### src/rtl/handshake_core_pkg.sv
// Shared types and defaults for the single-entry handshake relay.
// Imported by the receiver and the top.
package handshake_core_pkg;

    localparam int WIDTH_DEF = 32;

    typedef enum logic {
        IN_IDLE,
        IN_ACK
    } in_state_t;

    typedef enum logic {
        OUT_IDLE,
        OUT_SEND
    } out_state_t;

endpackage

### src/rtl/handshake_core_rx.sv
// Upstream 4-phase receiver: captures one word per en phase into
// the word register and acks until the producer drops en.
module handshake_core_rx
    import handshake_core_pkg::*;
#(
    parameter int WIDTH = WIDTH_DEF
) (
    input  logic             clk,
    input  logic             rst,
    input  logic [WIDTH-1:0] in_data,
    input  logic             in_en,
    input  logic             full,
    output logic             in_rdy,
    output logic             capture,
    output logic [WIDTH-1:0] word
);

    in_state_t        state_q, state_d;
    logic             rdy_q, rdy_d;
    logic [WIDTH-1:0] word_q, word_d;

    always_comb begin
        state_d = state_q;
        rdy_d   = rdy_q;
        word_d  = word_q;
        capture = 1'b0;
        unique case (state_q)
            IN_IDLE: begin
                rdy_d = 1'b0;
                if (in_en && !full) begin
                    word_d  = in_data;
                    rdy_d   = 1'b1;
                    capture = 1'b1;
                    state_d = IN_ACK;
                end
            end
            IN_ACK: begin
                // en held high never re-captures; only its fall rearms
                if (!in_en) begin
                    rdy_d   = 1'b0;
                    state_d = IN_IDLE;
                end
            end
            default: begin
                rdy_d   = 1'b0;
                state_d = IN_IDLE;
            end
        endcase
    end

    always_ff @(posedge clk) begin
        if (!rst) begin
            state_q <= IN_IDLE;
            rdy_q   <= 1'b0;
            word_q  <= '0;
        end else begin
            state_q <= state_d;
            rdy_q   <= rdy_d;
            word_q  <= word_d;
        end
    end

    assign in_rdy = rdy_q;
    assign word   = word_q;

endmodule

### src/rtl/handshake_core.sv
// Single-entry relay: 4-phase en/rdy in, one-cycle en pulse out.
// All outputs registered; the buffer holds at most one word.
module handshake_core
    import handshake_core_pkg::*;
#(
    parameter int WIDTH = WIDTH_DEF
) (
    input  logic             clk,
    input  logic             rst,
    input  logic [WIDTH-1:0] channel_in_data,
    input  logic             channel_in_en,
    output logic             channel_in_rdy,
    output logic [WIDTH-1:0] channel_out_data,
    output logic             channel_out_en,
    input  logic             channel_out_rdy
);

    out_state_t       out_state_q, out_state_d;
    logic             full_q, full_d;
    logic             out_en_q, out_en_d;
    logic [WIDTH-1:0] out_data_q, out_data_d;
    logic             capture;
    logic [WIDTH-1:0] word;

    handshake_core_rx #(
        .WIDTH (WIDTH)
    ) u_rx (
        .clk     (clk),
        .rst     (rst),
        .in_data (channel_in_data),
        .in_en   (channel_in_en),
        .full    (full_q),
        .in_rdy  (channel_in_rdy),
        .capture (capture),
        .word    (word)
    );

    always_comb begin
        out_state_d = out_state_q;
        full_d      = full_q;
        out_en_d    = 1'b0;
        out_data_d  = out_data_q;
        if (capture) begin
            full_d = 1'b1;
        end
        unique case (out_state_q)
            OUT_IDLE: begin
                if (full_q && channel_out_rdy) begin
                    out_data_d  = word;
                    out_en_d    = 1'b1;
                    out_state_d = OUT_SEND;
                end
            end
            OUT_SEND: begin
                // capture cannot coincide: it is gated by full_q
                full_d      = 1'b0;
                out_state_d = OUT_IDLE;
            end
            default: begin
                out_state_d = OUT_IDLE;
            end
        endcase
    end

    always_ff @(posedge clk) begin
        if (!rst) begin
            out_state_q <= OUT_IDLE;
            full_q      <= 1'b0;
            out_en_q    <= 1'b0;
            out_data_q  <= '0;
        end else begin
            out_state_q <= out_state_d;
            full_q      <= full_d;
            out_en_q    <= out_en_d;
            out_data_q  <= out_data_d;
        end
    end

    assign channel_out_en   = out_en_q;
    assign channel_out_data = out_data_q;

endmodule

### config.mk
export PLATFORM = sky130hd
export DESIGN_NAME = handshake_core
export DESIGN_NICKNAME = d
export VERILOG_FILES = /design/src/rtl/handshake_core_pkg.sv /design/src/rtl/handshake_core_rx.sv /design/src/rtl/handshake_core.sv
export SDC_FILE = /design/constraint.sdc
export NUM_CORES = 1
export LEC_CHECK = 0
export CAP_MARGIN = 40
export CORE_MARGIN = 1.5
export CORE_UTILIZATION = 35
export CTS_BUF_LIST = sky130_fd_sc_hd__clkbuf_8 sky130_fd_sc_hd__clkbuf_16
export CTS_CLUSTER_DIAMETER = 50
export CTS_CLUSTER_SIZE = 16
export DETAILED_ROUTE_END_ITERATION = 10
export GPL_TIMING_DRIVEN = 0
export PLACE_DENSITY = 0.64
export SYNTH_ARGS = -nofsm -noshare
export SYNTH_HDL_FRONTEND = slang
export SYNTH_SLANG_ARGS = --single-unit
### constraint.sdc
create_clock -name clk -period 1 [get_ports clk]
set_input_delay 0.1 -clock clk [delete_from_list [all_inputs] [get_ports clk]]
set_output_delay 0.1 -clock clk [all_outputs]
set_load 0.02 [all_outputs]
== After elaboration in Yosys (flattened, before gate mapping) ==
Index checks and enable logic that the tools add are counted.
Storage, ports and cells
  register bits after elaboration: 69
  word-level logic and storage cells: 25
Cells by class
  equality and inequality tests: 1
  multiplexer cells: 8
  bitwise operators: 3
  reductions and logical operators: 6
Operators with widths (number)
  $pmux 1 s2: 3
  $mux 1: 5
  $reduce_and 2->1: 2
  $not 1->1: 3
  $logic_and 1x1->1: 2
  $ne 2x2->1 const B: 1
  $reduce_or 2->1: 1
  $logic_not 1->1: 1

== Longest topological paths before layout ==
Gate-level depths: netlist of the first run.
  depth after elaboration: 4
  mapped depth: 5

== Cells and area by module ==
From an unflattened synthesis of the first run, not the netlist that was laid out.
Second synthesis, totals
  cell total of the unflattened synthesis: 292
  area, all modules: 2761.4 sq um
Modules (own cells, without submodules)
  handshake_core_rx: instances 1, cells an instance 147, area each 1385.1 sq um
  handshake_core: instances 1, cells an instance 145, area each 1376.3 sq um

== Worst setup path after synthesis of the first run ==
No wires, ideal clock.
  path type: register to register
  from: reg channel_out_en (netlist name)
  to: reg out_data_q[0] (netlist: channel_out_data[0])
  arrival: 1.013 ns
  data required time: 0.928 ns
  path slack: -0.084 ns
  cell stages (with the launch flop): 5
  period minus slack after synthesis: 1.084 ns
  cells stage by stage: dfxtp_1 -> nand3b_1 -> buf_6 -> buf_12 -> mux2i_1
RTL lines
  end signal: assignment: line handshake_core.sv:75  | out_data_q <= out_data_d;
  end: declaration: line handshake_core.sv:21  | logic [WIDTH-1:0] out_data_q, out_data_d;

== Worst setup path in the final report of the first run ==
  from: reg u_rx.state_q
  to: reg u_rx.word_q[13] (netlist: u_rx.word[13])
Between the ends
  longest elaborated chain between the ends: 2
Ends and longest elaborated chain
  start: declaration: line handshake_core_rx.sv:18  | in_state_t state_q, state_d;
  start signal: assignment: line handshake_core_rx.sv:57  | state_q <= state_d;
  $not 1->1
  $reduce_and 2->1 (no source line)
  end signal: assignment: line handshake_core_rx.sv:59  | word_q <= word_d;
  end: declaration: line handshake_core_rx.sv:20  | logic [WIDTH-1:0] word_q, word_d;
Every way passes these cells.
A chain may end at the register's enable or synchronous reset.

==> flow_summary.html, run 1 <==
<table>
<tr><th>Metric</th><th>Value</th></tr>
<tr><th colspan="2">Worst setup path</th></tr>
<tr><td>Largest fanout of any net on the critical path</td><td>10</td></tr>
<tr><td>Sort of element at the end of the critical path</td><td>flip-flop</td></tr>
<tr><td>Crit-path cells</td><td>nor3b_2 &gt; buf_6 &gt; buf_12 &gt; mux2i_1</td></tr>
<tr><td>Critical Path Start Type</td><td>flip-flop</td></tr>
<tr><td>Number of logic stages on the critical path including buffering</td><td>4</td></tr>
<tr><td>Required time worst endpoint</td><td>1260 ps</td></tr>
<tr><td>FF-to-FF path depth</td><td>4</td></tr>
<tr><td>Crit path buf inv count</td><td>2</td></tr>
<tr><td>Arrival time worst endpoint</td><td>1380 ps</td></tr>
<tr><td>Setup CP Type</td><td>flip-flop to flip-flop</td></tr>
<tr><td>Cell class contributing the biggest share of worst-path delay</td><td>flip-flops</td></tr>
<tr><td>Delay of the slowest critical-path stage</td><td>340 ps</td></tr>
<tr><td>Highest-delay cell along the critical path</td><td>dfxtp_2</td></tr>
<tr><th colspan="2">Die</th></tr>
<tr><td>Standard-cell rows</td><td>31</td></tr>
<tr><td>Core region area</td><td>0.00725 mm2</td></tr>
<tr><td>Number of ports placed on the die boundary</td><td>70</td></tr>
<tr><td>Initial Utilization</td><td>36.1%</td></tr>
<tr><td>Die extent in y</td><td>between 80 and 90 um</td></tr>
<tr><td>Width of the die</td><td>a little under 90 um</td></tr>
<tr><td>Total die area</td><td>0.00801 mm2</td></tr>
<tr><th colspan="2">Placement</th></tr>
<tr><td>Number of placed instances, taps included</td><td>425</td></tr>
<tr><td>Number of port buffers</td><td>slightly below 70</td></tr>
<tr><td>Routability congestion estimate</td><td>0.722</td></tr>
<tr><td>DP Wirelength</td><td>around 3.8 mm</td></tr>
<tr><th colspan="2">Final layout</th></tr>
<tr><td>Footprint of the multi-input gates</td><td>roughly 0.0011 mm2</td></tr>
<tr><td>Sequential cell area</td><td>0.00137 mm2</td></tr>
<tr><td>Count of antenna diodes in the layout</td><td>0</td></tr>
<tr><td>Final cell count without fillers</td><td>450</td></tr>
<tr><td>Fill cell count</td><td>735</td></tr>
<tr><td>Proportion of layout cells with a drive suffix above 1</td><td>22.2%</td></tr>
<tr><td>Synthesis-to-layout area growth</td><td>36.7%</td></tr>
<tr><td>Number of nets in the layout</td><td>384</td></tr>
<tr><th colspan="2">Yosys</th></tr>
<tr><td>Commonest cells post-synth</td><td>nand2_1, dfxtp_1, mux2i_1</td></tr>
<tr><td>Yosys cell types</td><td>17</td></tr>
<tr><td>Most used flip-flop cell after synthesis</td><td>dfxtp_1</td></tr>
<tr><td>Async SR Flop Fraction</td><td>0%</td></tr>
<tr><td>Most frequently used cell type in the post-synthesis netlist</td><td>nand2_1</td></tr>
<tr><td>Flops &amp; latches, synth</td><td>~70</td></tr>
<tr><td>Combined area of all synthesized cells</td><td>0.00262 mm2</td></tr>
<tr><td>Count of synthesis-stage warnings from yosys</td><td>0</td></tr>
<tr><td>Largest family of logic cells by synthesized area</td><td>multiplexers</td></tr>
<tr><td>Post-Synthesis Cells</td><td>258</td></tr>
<tr><td>Area fraction in compound gates after synthesis</td><td>0.860%</td></tr>
<tr><td>Yosys top cell area share</td><td>52.0%</td></tr>
<tr><td>Sequential element share of the synthesized area</td><td>52.0%</td></tr>
<tr><td>Post-synth net total</td><td>around 290</td></tr>
<tr><td>Average footprint of a synthesized cell</td><td>10.1 um2</td></tr>
<tr><td>Proportion of synthesized area in mux cells</td><td>24.5%</td></tr>
<tr><td>Biggest area consumer among synthesized cells</td><td>dfxtp_1</td></tr>
<tr><td>Fraction of the mapped netlist area in adder cells</td><td>0%</td></tr>
<tr><td>Number of enable flip-flop cells after synthesis</td><td>0</td></tr>
<tr><td>Biggest area contributors in the synthesized netlist</td><td>dfxtp_1, mux2i_1, nand2_1</td></tr>
<tr><td>Simple logic cell fraction of the synthesized area</td><td>15.5%</td></tr>
<tr><td>Area share of xor/xnor cells in the synthesized design</td><td>0%</td></tr>
<tr><th colspan="2">Job</th></tr>
<tr><td>Max_cap viols</td><td>0</td></tr>
<tr><th colspan="2">Clock network</th></tr>
<tr><td>Number of CTS-inserted buffers</td><td>9</td></tr>
<tr><td>Maximum root-to-sink buffer count</td><td>2</td></tr>
<tr><td>Clock sink count</td><td>68</td></tr>
<tr><td>Count of hold buffers inserted by post-cts repair</td><td>0</td></tr>
<tr><td>Number of levels the H-tree was split into</td><td>3</td></tr>
<tr><td>Clock Latency Late Sink</td><td>~330 ps</td></tr>
<tr><td>CTS tree</td><td>yes</td></tr>
<tr><td>Buffer type at the clock tree root</td><td>clkbuf_8</td></tr>
<tr><td>Clock slew seen by the registers of the worst setup and hold paths</td><td>approximately 70 ps</td></tr>
<tr><th colspan="2">STA</th></tr>
<tr><td>Number of pins exceeding their max-slew limit in the final report</td><td>0</td></tr>
<tr><td>Ratio of final minimum period to clock period</td><td>112%</td></tr>
<tr><td>Final worst-path setup slack</td><td>-121 ps</td></tr>
<tr><td>Minimum clock period</td><td>1120 ps</td></tr>
<tr><td>Fmax achieved</td><td>892 MHz</td></tr>
<tr><td>Setup TNS Final</td><td>-3730 ps</td></tr>
<tr><td>RSZ-0062 raised after global routing</td><td>true</td></tr>
<tr><td>Measured slew at the worst slew-check pin</td><td>520 ps</td></tr>
<tr><td>Final Hold Vio Count</td><td>0</td></tr>
<tr><td>Slew Limit Headroom</td><td>around 65%</td></tr>
<tr><td>Setup skew after layout</td><td>7.11 ps</td></tr>
<tr><td>Total of endpoints with negative setup slack in the final report</td><td>64</td></tr>
<tr><th colspan="2">Power</th></tr>
<tr><td>Leakage power of the design</td><td>1.71 nW</td></tr>
<tr><td>Power density relative to cell area</td><td>between 1500 and 2000 mW/mm2</td></tr>
<tr><td>IR drop worst, VDD</td><td>845 uV</td></tr>
<tr><th colspan="2">Route</th></tr>
<tr><td>Total DRC errors in the routed layout</td><td>0</td></tr>
<tr><td>Number of iterations in the first detailed-routing pass</td><td>4</td></tr>
<tr><td>Vias after detailed routing</td><td>2012</td></tr>
<tr><td>Total length of routed wires</td><td>5.79 mm</td></tr>
<tr><td>Drt initial violations</td><td>53</td></tr>
<tr><td>Post-DRT Antenna Nets</td><td>0</td></tr>
<tr><td>Routed length per placed instance</td><td>12.9 um</td></tr>
<tr><td>Via/cell ratio</td><td>4.47</td></tr>
<tr><th colspan="2">Min path</th></tr>
<tr><td>Worst hold path depth</td><td>4</td></tr>
<tr><td>HP Class</td><td>primary input to flip-flop</td></tr>
<tr><th colspan="2">Global route</th></tr>
<tr><td>Vias in the first global route</td><td>1996</td></tr>
<tr><td>Global-route wire length before repair</td><td>9.32 mm</td></tr>
<tr><td>Initial antenna violation count</td><td>0</td></tr>
<tr><td>GR Overflow Total</td><td>0</td></tr>
<tr><td>Total track usage</td><td>between 10% and 20%</td></tr>
<tr><td>Maximum number of pins on one net before global-route repair</td><td>11</td></tr>
<tr><th colspan="2">Outcome</th></tr>
<tr><td>Run status</td><td>complete, but fails checks</td></tr>
<tr><td>Violated checks</td><td>negative setup slack</td></tr>
</table>
==> worst paths after layout <==
kind / start / endpoint / slack (ps)
worst min register to register: u_rx.word[0] / channel_out_data[0] / 450
worst min-delay path: rst / u_rx.state_q / 280
worst max-delay path: u_rx.state_q / u_rx.word[13] / -120
worst max register to register: u_rx.state_q / u_rx.word[13] / -120
==> worst register-to-register path: cells and delay by family (launching register included) <==
kind / cells / cell delay [ps]
buffers and inverters: 2 / 320
AND/OR/NAND/NOR: 1 / 200
flip-flops: 1 / 340
multiplexers: 1 / 190
==> layout make-up <==
class | instances | share of cell area, %
flip-flops and latches | 68 | 38.2
multi-input cells | 169 | 30.2
repair buffers | 80 | 18.6
plain buffers | 18 | 4.86
clock buffers | 10 | 3.85
well taps | 99 | 3.46
clock inverters | 4 | 0.524
inverters | 2 | 0.210
==> power by group <==
group | internal [W] | total, W | leakage [nW] | switching, W
registers | 0.00283 | 0.00287 | 0.555 | 0.0000399
clock network | 0.000918 | 0.00188 | 0.0890 | 0.000961
logic | 0.000418 | 0.000756 | 1.06 | 0.000338
==> per-layer routing <==
layer | GRT usage [%] | wire [um] | vias up | share of wire [%]
met3 | 6.65 | 361 | 5 | 6.2
met1 | 18.9 | 2590 | 932 | 45
met2 | 25.8 | 2790 | 51 | 48
met5 | 0 | 0 | - | 0
met4 | 4.62 | 46 | 0 | 0.80
li1 | - | - | 1024 | -
==> registers in the layout (all words and copies together) (netlist names) <==
| register | flops |
|---|---|
| channel_out_data | 32 |
| channel_out_en | 1 |
| u_rx.state_q | 1 |
| full_q | 1 |
| u_rx.in_rdy | 1 |
| u_rx.word | 32 |
==> through the flow <==
stage / setup WS, ps / total power [W] / hold slack [ps] / area, um2 / util [%]
CTS: -145 / 0.00560 / 270 / 3590 / 49.5
finish: -121 / 0.00550 / 277 / 3580 / 49.3
floorplan: -18.7 / 0.00335 / 233 / 2620 / -
global placement: -388 / 0.00362 / 446 / 3430 / 47.2
global route: -215 / 0.00577 / 286 / 3580 / 49.3
detailed placement: -406 / 0.00363 / 451 / 3430 / 47.2
==> placed cells by master (no fill, tap or decap), types with 2 or more instances in the layout <==
cell type,count
inv_1,3
clkbuf_8,10
clkinv_2,3
buf_2,37
buf_12,9
dfxtp_2,2
clkdlybuf4s50_1,34
mux2i_1,63
nand2_1,97
nor2b_1,2
clkbuf_1,5
buf_6,5
buf_4,8
dfxtp_1,65
==> cells by family (layout without fill, tap and decap cells) <==
group                  Yosys count  after routing
buffers and inverters           21            114
AO/OA/AOI/OAI                    3              3
flip-flops                      68             68
multiplexers                    64             64
AND/OR/NAND/NOR                102            102
==> repair_timing <==
item                                    CTS  global route
gates resized for setup                 144             6
hold endpoints to repair                  0             0
endpoints found under the setup margin   94            66
cloned                                    3             0
buffers inserted                          8             4
pin swaps                                 1             0
Note: power is estimated with default switching activity, not from simulation.
==> inputs of run 2 (changes only) <==
--- a/config.mk
+++ b/config.mk
@@ -10,7 +10,7 @@
 export CORE_UTILIZATION = 35
 export CTS_BUF_LIST = sky130_fd_sc_hd__clkbuf_8 sky130_fd_sc_hd__clkbuf_16
 export CTS_CLUSTER_DIAMETER = 50
-export CTS_CLUSTER_SIZE = 16
+export CTS_CLUSTER_SIZE = 12
 export DETAILED_ROUTE_END_ITERATION = 10
 export GPL_TIMING_DRIVEN = 0
 export PLACE_DENSITY = 0.64
==> results of run 2 <==
No change in the layout: final DEF, timing and power equal those of run 1.
==> inputs of run 3 (changes only) <==
--- a/config.mk
+++ b/config.mk
@@ -5,6 +5,7 @@
 export SDC_FILE = /design/constraint.sdc
 export NUM_CORES = 1
 export LEC_CHECK = 0
+export ABC_AREA = 1
 export CAP_MARGIN = 40
 export CORE_MARGIN = 1.5
 export CORE_UTILIZATION = 35
==> run 3 against run 2 <==
The flow still finishes with violations (negative setup slack); synthesized cell count is 64% higher; die area is 5.4% higher; worst setup slack better by 79 ps; clock skew is 3.5 ps lower; critical path type unchanged.
==> flow_summary.html, run 3 <==
<table>
<tr><th>Metric</th><th>Value</th></tr>
<tr><th colspan="2">Worst setup path</th></tr>
<tr><td>Sort of element at the end of the critical path</td><td>flip-flop</td></tr>
<tr><td>Flop-to-flop setup slack</td><td>-40 ps</td></tr>
<tr><td>Arrival time worst endpoint</td><td>1320 ps</td></tr>
<tr><td>Cell repeated most along the worst path</td><td>buf_8</td></tr>
<tr><td>Highest-delay cell along the critical path</td><td>dfxtp_2</td></tr>
<tr><td>Delay of the slowest critical-path stage</td><td>340 ps</td></tr>
<tr><td>FF-to-FF End</td><td>u_rx.word[17]</td></tr>
<tr><td>Required time worst endpoint</td><td>1270 ps</td></tr>
<tr><td>Reg2Reg Launch Point</td><td>full_q</td></tr>
<tr><td>Cell class contributing the biggest share of worst-path delay</td><td>buffers and inverters</td></tr>
<tr><td>Crit path buf inv count</td><td>3</td></tr>
<tr><td>Critical Path Start Type</td><td>flip-flop</td></tr>
<tr><td>Worst setup path startpoint</td><td>full_q</td></tr>
<tr><td>Crit-path cells</td><td>inv_2 &gt; nand3_4 &gt; buf_8 &gt; buf_8 &gt; nand2_2 &gt; nand2_1 &gt; nor2_1</td></tr>
<tr><td>FF-to-FF path depth</td><td>7</td></tr>
<tr><td>Largest fanout of any net on the critical path</td><td>7</td></tr>
<tr><td>Setup CP Type</td><td>flip-flop to flip-flop</td></tr>
<tr><th colspan="2">Power</th></tr>
<tr><td>Leakage power of the design</td><td>2.05 nW</td></tr>
<tr><td>Power density relative to cell area</td><td>1730 mW/mm2</td></tr>
<tr><td>Proportion of power drawn by flip-flops and latches</td><td>46.4%</td></tr>
<tr><td>IR drop worst, VDD</td><td>730 uV</td></tr>
<tr><td>Share of power burned in the clock network</td><td>35.8%</td></tr>
<tr><td>Switching power as a share of total power</td><td>about a quarter</td></tr>
<tr><td>Int Pwr</td><td>between 0.004 and 0.005 W</td></tr>
<tr><td>Portion of total power attributed to combinational logic</td><td>17.8%</td></tr>
<tr><td>Net switching component of the power</td><td>0.00173 W</td></tr>
<tr><th colspan="2">STA</th></tr>
<tr><td>Post-route worst hold slack</td><td>about 77 ps</td></tr>
<tr><td>Setup skew after layout</td><td>3.61 ps</td></tr>
<tr><td>Slew Limit Headroom</td><td>62.3%</td></tr>
<tr><td>RSZ-0062 raised after global routing</td><td>true</td></tr>
<tr><td>Ratio of final minimum period to clock period</td><td>104%</td></tr>
<tr><td>Fmax achieved</td><td>960 MHz</td></tr>
<tr><td>Total of endpoints with negative setup slack in the final report</td><td>32</td></tr>
<tr><td>Minimum clock period</td><td>1040 ps</td></tr>
<tr><td>Final worst-path setup slack</td><td>-42.2 ps</td></tr>
<tr><td>Final Hold Vio Count</td><td>0</td></tr>
<tr><td>Number of pins exceeding their max-slew limit in the final report</td><td>0</td></tr>
<tr><td>Measured slew at the worst slew-check pin</td><td>approximately 570 ps</td></tr>
<tr><th colspan="2">Yosys</th></tr>
<tr><td>Post-Synthesis Cells</td><td>~420</td></tr>
<tr><td>Async SR Flop Fraction</td><td>0%</td></tr>
<tr><td>Proportion of synthesized area in mux cells</td><td>0%</td></tr>
<tr><td>Most used flip-flop cell after synthesis</td><td>dfxtp_1</td></tr>
<tr><td>Combined area of all synthesized cells</td><td>0.00276 mm2</td></tr>
<tr><td>Yosys top cell area share</td><td>49.3%</td></tr>
<tr><td>Area fraction in compound gates after synthesis</td><td>less than 1%</td></tr>
<tr><td>Most frequently used cell type in the post-synthesis netlist</td><td>nand2_1</td></tr>
<tr><td>Average footprint of a synthesized cell</td><td>6.55 um2</td></tr>
<tr><td>Largest family of logic cells by synthesized area</td><td>simple AND/OR/NAND/NOR gates</td></tr>
<tr><td>Biggest area consumer among synthesized cells</td><td>dfxtp_1</td></tr>
<tr><td>Simple logic cell fraction of the synthesized area</td><td>35.9%</td></tr>
<tr><td>Flops &amp; latches, synth</td><td>68</td></tr>
<tr><td>Yosys cell types</td><td>12</td></tr>
<tr><td>Commonest cells post-synth</td><td>nand2_1, nor2_1, dfxtp_1</td></tr>
<tr><td>Fraction of the mapped netlist area in adder cells</td><td>0%</td></tr>
<tr><td>Number of enable flip-flop cells after synthesis</td><td>0</td></tr>
<tr><td>Area share of xor/xnor cells in the synthesized design</td><td>0%</td></tr>
<tr><td>Count of synthesis-stage warnings from yosys</td><td>0</td></tr>
<tr><td>Post-synth net total</td><td>approximately 460</td></tr>
<tr><td>Biggest area contributors in the synthesized netlist</td><td>dfxtp_1, nand2_1, nor2_1</td></tr>
<tr><td>Sequential element share of the synthesized area</td><td>49.3%</td></tr>
<tr><th colspan="2">Route</th></tr>
<tr><td>Total DRC errors in the routed layout</td><td>0</td></tr>
<tr><td>Total length of routed wires</td><td>6.30 mm</td></tr>
<tr><td>Via/cell ratio</td><td>4.07</td></tr>
<tr><td>Number of iterations in the first detailed-routing pass</td><td>4</td></tr>
<tr><td>Routed length per placed instance</td><td>10.4 um</td></tr>
<tr><td>Post-DRT Antenna Nets</td><td>0</td></tr>
<tr><td>Drt initial violations</td><td>53</td></tr>
<tr><td>Vias after detailed routing</td><td>2476</td></tr>
<tr><th colspan="2">Clock network</th></tr>
<tr><td>Clock Latency Late Sink</td><td>330 ps</td></tr>
<tr><td>Clock slew seen by the registers of the worst setup and hold paths</td><td>70 ps</td></tr>
<tr><td>Count of hold buffers inserted by post-cts repair</td><td>0</td></tr>
<tr><td>Number of levels the H-tree was split into</td><td>3</td></tr>
<tr><td>CTS tree</td><td>yes</td></tr>
<tr><td>Maximum root-to-sink buffer count</td><td>2</td></tr>
<tr><td>Buffer type at the clock tree root</td><td>clkbuf_8</td></tr>
<tr><td>Clock sink count</td><td>68</td></tr>
<tr><td>Number of CTS-inserted buffers</td><td>9</td></tr>
<tr><th colspan="2">Die</th></tr>
<tr><td>Core region area</td><td>0.00769 mm2</td></tr>
<tr><td>Initial Utilization</td><td>35.9%</td></tr>
<tr><td>Number of ports placed on the die boundary</td><td>70</td></tr>
<tr><td>Width of the die</td><td>between 90 and 100 um</td></tr>
<tr><td>Standard-cell rows</td><td>32</td></tr>
<tr><td>Total die area</td><td>0.00844 mm2</td></tr>
<tr><td>Die extent in y</td><td>91.8 um</td></tr>
<tr><th colspan="2">Placement</th></tr>
<tr><td>Number of port buffers</td><td>slightly below 70</td></tr>
<tr><td>Routability congestion estimate</td><td>slightly below 0.8</td></tr>
<tr><td>DP Wirelength</td><td>4.33 mm</td></tr>
<tr><td>Worst setup slack before clock tree synthesis</td><td>-388 ps</td></tr>
<tr><th colspan="2">Job</th></tr>
<tr><td>Max_cap viols</td><td>0</td></tr>
<tr><th colspan="2">Global route</th></tr>
<tr><td>Global-route wire length before repair</td><td>10.5 mm</td></tr>
<tr><td>Initial antenna violation count</td><td>0</td></tr>
<tr><td>Total track usage</td><td>around 16%</td></tr>
<tr><td>GR Overflow Total</td><td>0</td></tr>
<tr><td>Vias in the first global route</td><td>2400</td></tr>
<tr><td>Maximum number of pins on one net before global-route repair</td><td>11</td></tr>
<tr><th colspan="2">Final layout</th></tr>
<tr><td>Leading cell type in the layout, fill and taps excluded</td><td>nand2_1</td></tr>
<tr><td>Count of antenna diodes in the layout</td><td>0</td></tr>
<tr><td>Most used cells in the layout excluding fill and tap cells</td><td>nand2_1, nor2_1, inv_1, dfxtp_1, buf_2</td></tr>
<tr><td>Post-layout utilization of the core</td><td>49.4%</td></tr>
<tr><td>Synthesis-to-layout area growth</td><td>37.5%</td></tr>
<tr><td>Fill cell count</td><td>between 800 and 900</td></tr>
<tr><td>Proportion of layout cells with a drive suffix above 1</td><td>between 20% and 30%</td></tr>
<tr><td>Number of nets in the layout</td><td>around 540</td></tr>
<tr><th colspan="2">Min path</th></tr>
<tr><td>Worst hold path depth</td><td>3</td></tr>
<tr><td>Worst hold endpoint</td><td>channel_out_data[31]</td></tr>
<tr><td>Origin of the worst min-delay path</td><td>rst</td></tr>
<tr><td>HP Class</td><td>primary input to flip-flop</td></tr>
<tr><th colspan="2">Outcome</th></tr>
<tr><td>Violated checks</td><td>negative setup slack</td></tr>
<tr><td>Run status</td><td>complete, but fails checks</td></tr>
</table>
## run 3: cell types whose count changed in the layout (fill, tap and decap cells not counted), moves of 4 or more
cell     delta
nand2_1    +26
buf_12      -9
buf_6       +4
buf_4       -8
mux2i_1    -63
inv_1      +62
nor2_2     +26
buf_2       +4
nand2_2     +7
nor2_1    +102
## run 3: worst register-to-register path, cell delays in order, from the launching register on
cell and delay (ps):
dfxtp_2 340, inv_2 80, nand3_4 80, buf_8 160, buf_8 130, nand2_2 40, nand2_1 40, nor2_1 120
## run 3: cell families (layout without fill, tap and decap cells)
logic type | after synthesis | in the layout
AND/OR/NAND/NOR | 262 | 262
buffers and inverters | 89 | 173
flip-flops | 68 | 68
AO/OA/AOI/OAI | 3 | 3
## run 3: worst max-delay path by stage
stage,slack (ps),cells after the start,end
final,-40,7,u_rx.word[17]
after global routing,-100,7,u_rx.word[2]
after CTS,-50,7,u_rx.word[17]
after detailed placement,-390,6,u_rx.word[19]
after global placement,-350,6,u_rx.word[19]
after floorplan,20,6,channel_out_data[0]
## run 3: power groups by stage
stage | logic [W] | clock network [W] | registers, W
floorplan | 0.000585 | 0 | 0.00320
global placement | 0.00113 | 0 | 0.00310
detailed placement | 0.00114 | 0 | 0.00311
CTS | 0.00110 | 0.00242 | 0.00304
global route | 0.00132 | 0.00252 | 0.00308
finish | 0.00117 | 0.00235 | 0.00305
## run 3: timing repair
| action | in CTS | in global routing |
|---|---|---|
| resized for setup | 152 | 34 |
| gates cloned | 0 | 1 |
| setup buffers | 1 | 0 |
| endpoints found under the setup margin | 93 | 62 |
| pin swaps | 1 | 6 |
## run 3: area by class of cell
class	instances	area, um2	area share [%]
Buffer	21	181	4.78
Clock buffer	13	179	4.71
Clock inverter	1	30.0	0.791
Sequential cell	68	1370	35.9
Tap cell	102	128	3.36
Inverter	68	255	6.72
Multi-Input combinational cell	265	1110	29.3
Timing Repair Buffer	70	547	14.4
## run 3: routing by layer
metal / up-vias / wire (um) / track usage (%) / share of wire, %
met1: 1062 / 2950 / 18.8 / 47
met5: - / 0 / 0 / 0
met4: 0 / 83 / 7.05 / 1.3
li1: 1350 / - / - / -
met3: 9 / 353 / 3.73 / 5.6
met2: 55 / 2920 / 26.9 / 46
## run 3: per-stage QoR
stage	power [W]	cells	instance area, um2	TNS [ps]
finish	0.00657	608	3800	-808
global route	0.00692	608	3800	-4210
CTS	0.00657	607	3680	-818
detailed placement	0.00425	592	3590	-19170
global placement	0.00423	592	3590	-18010
floorplan	0.00378	422	2780	0
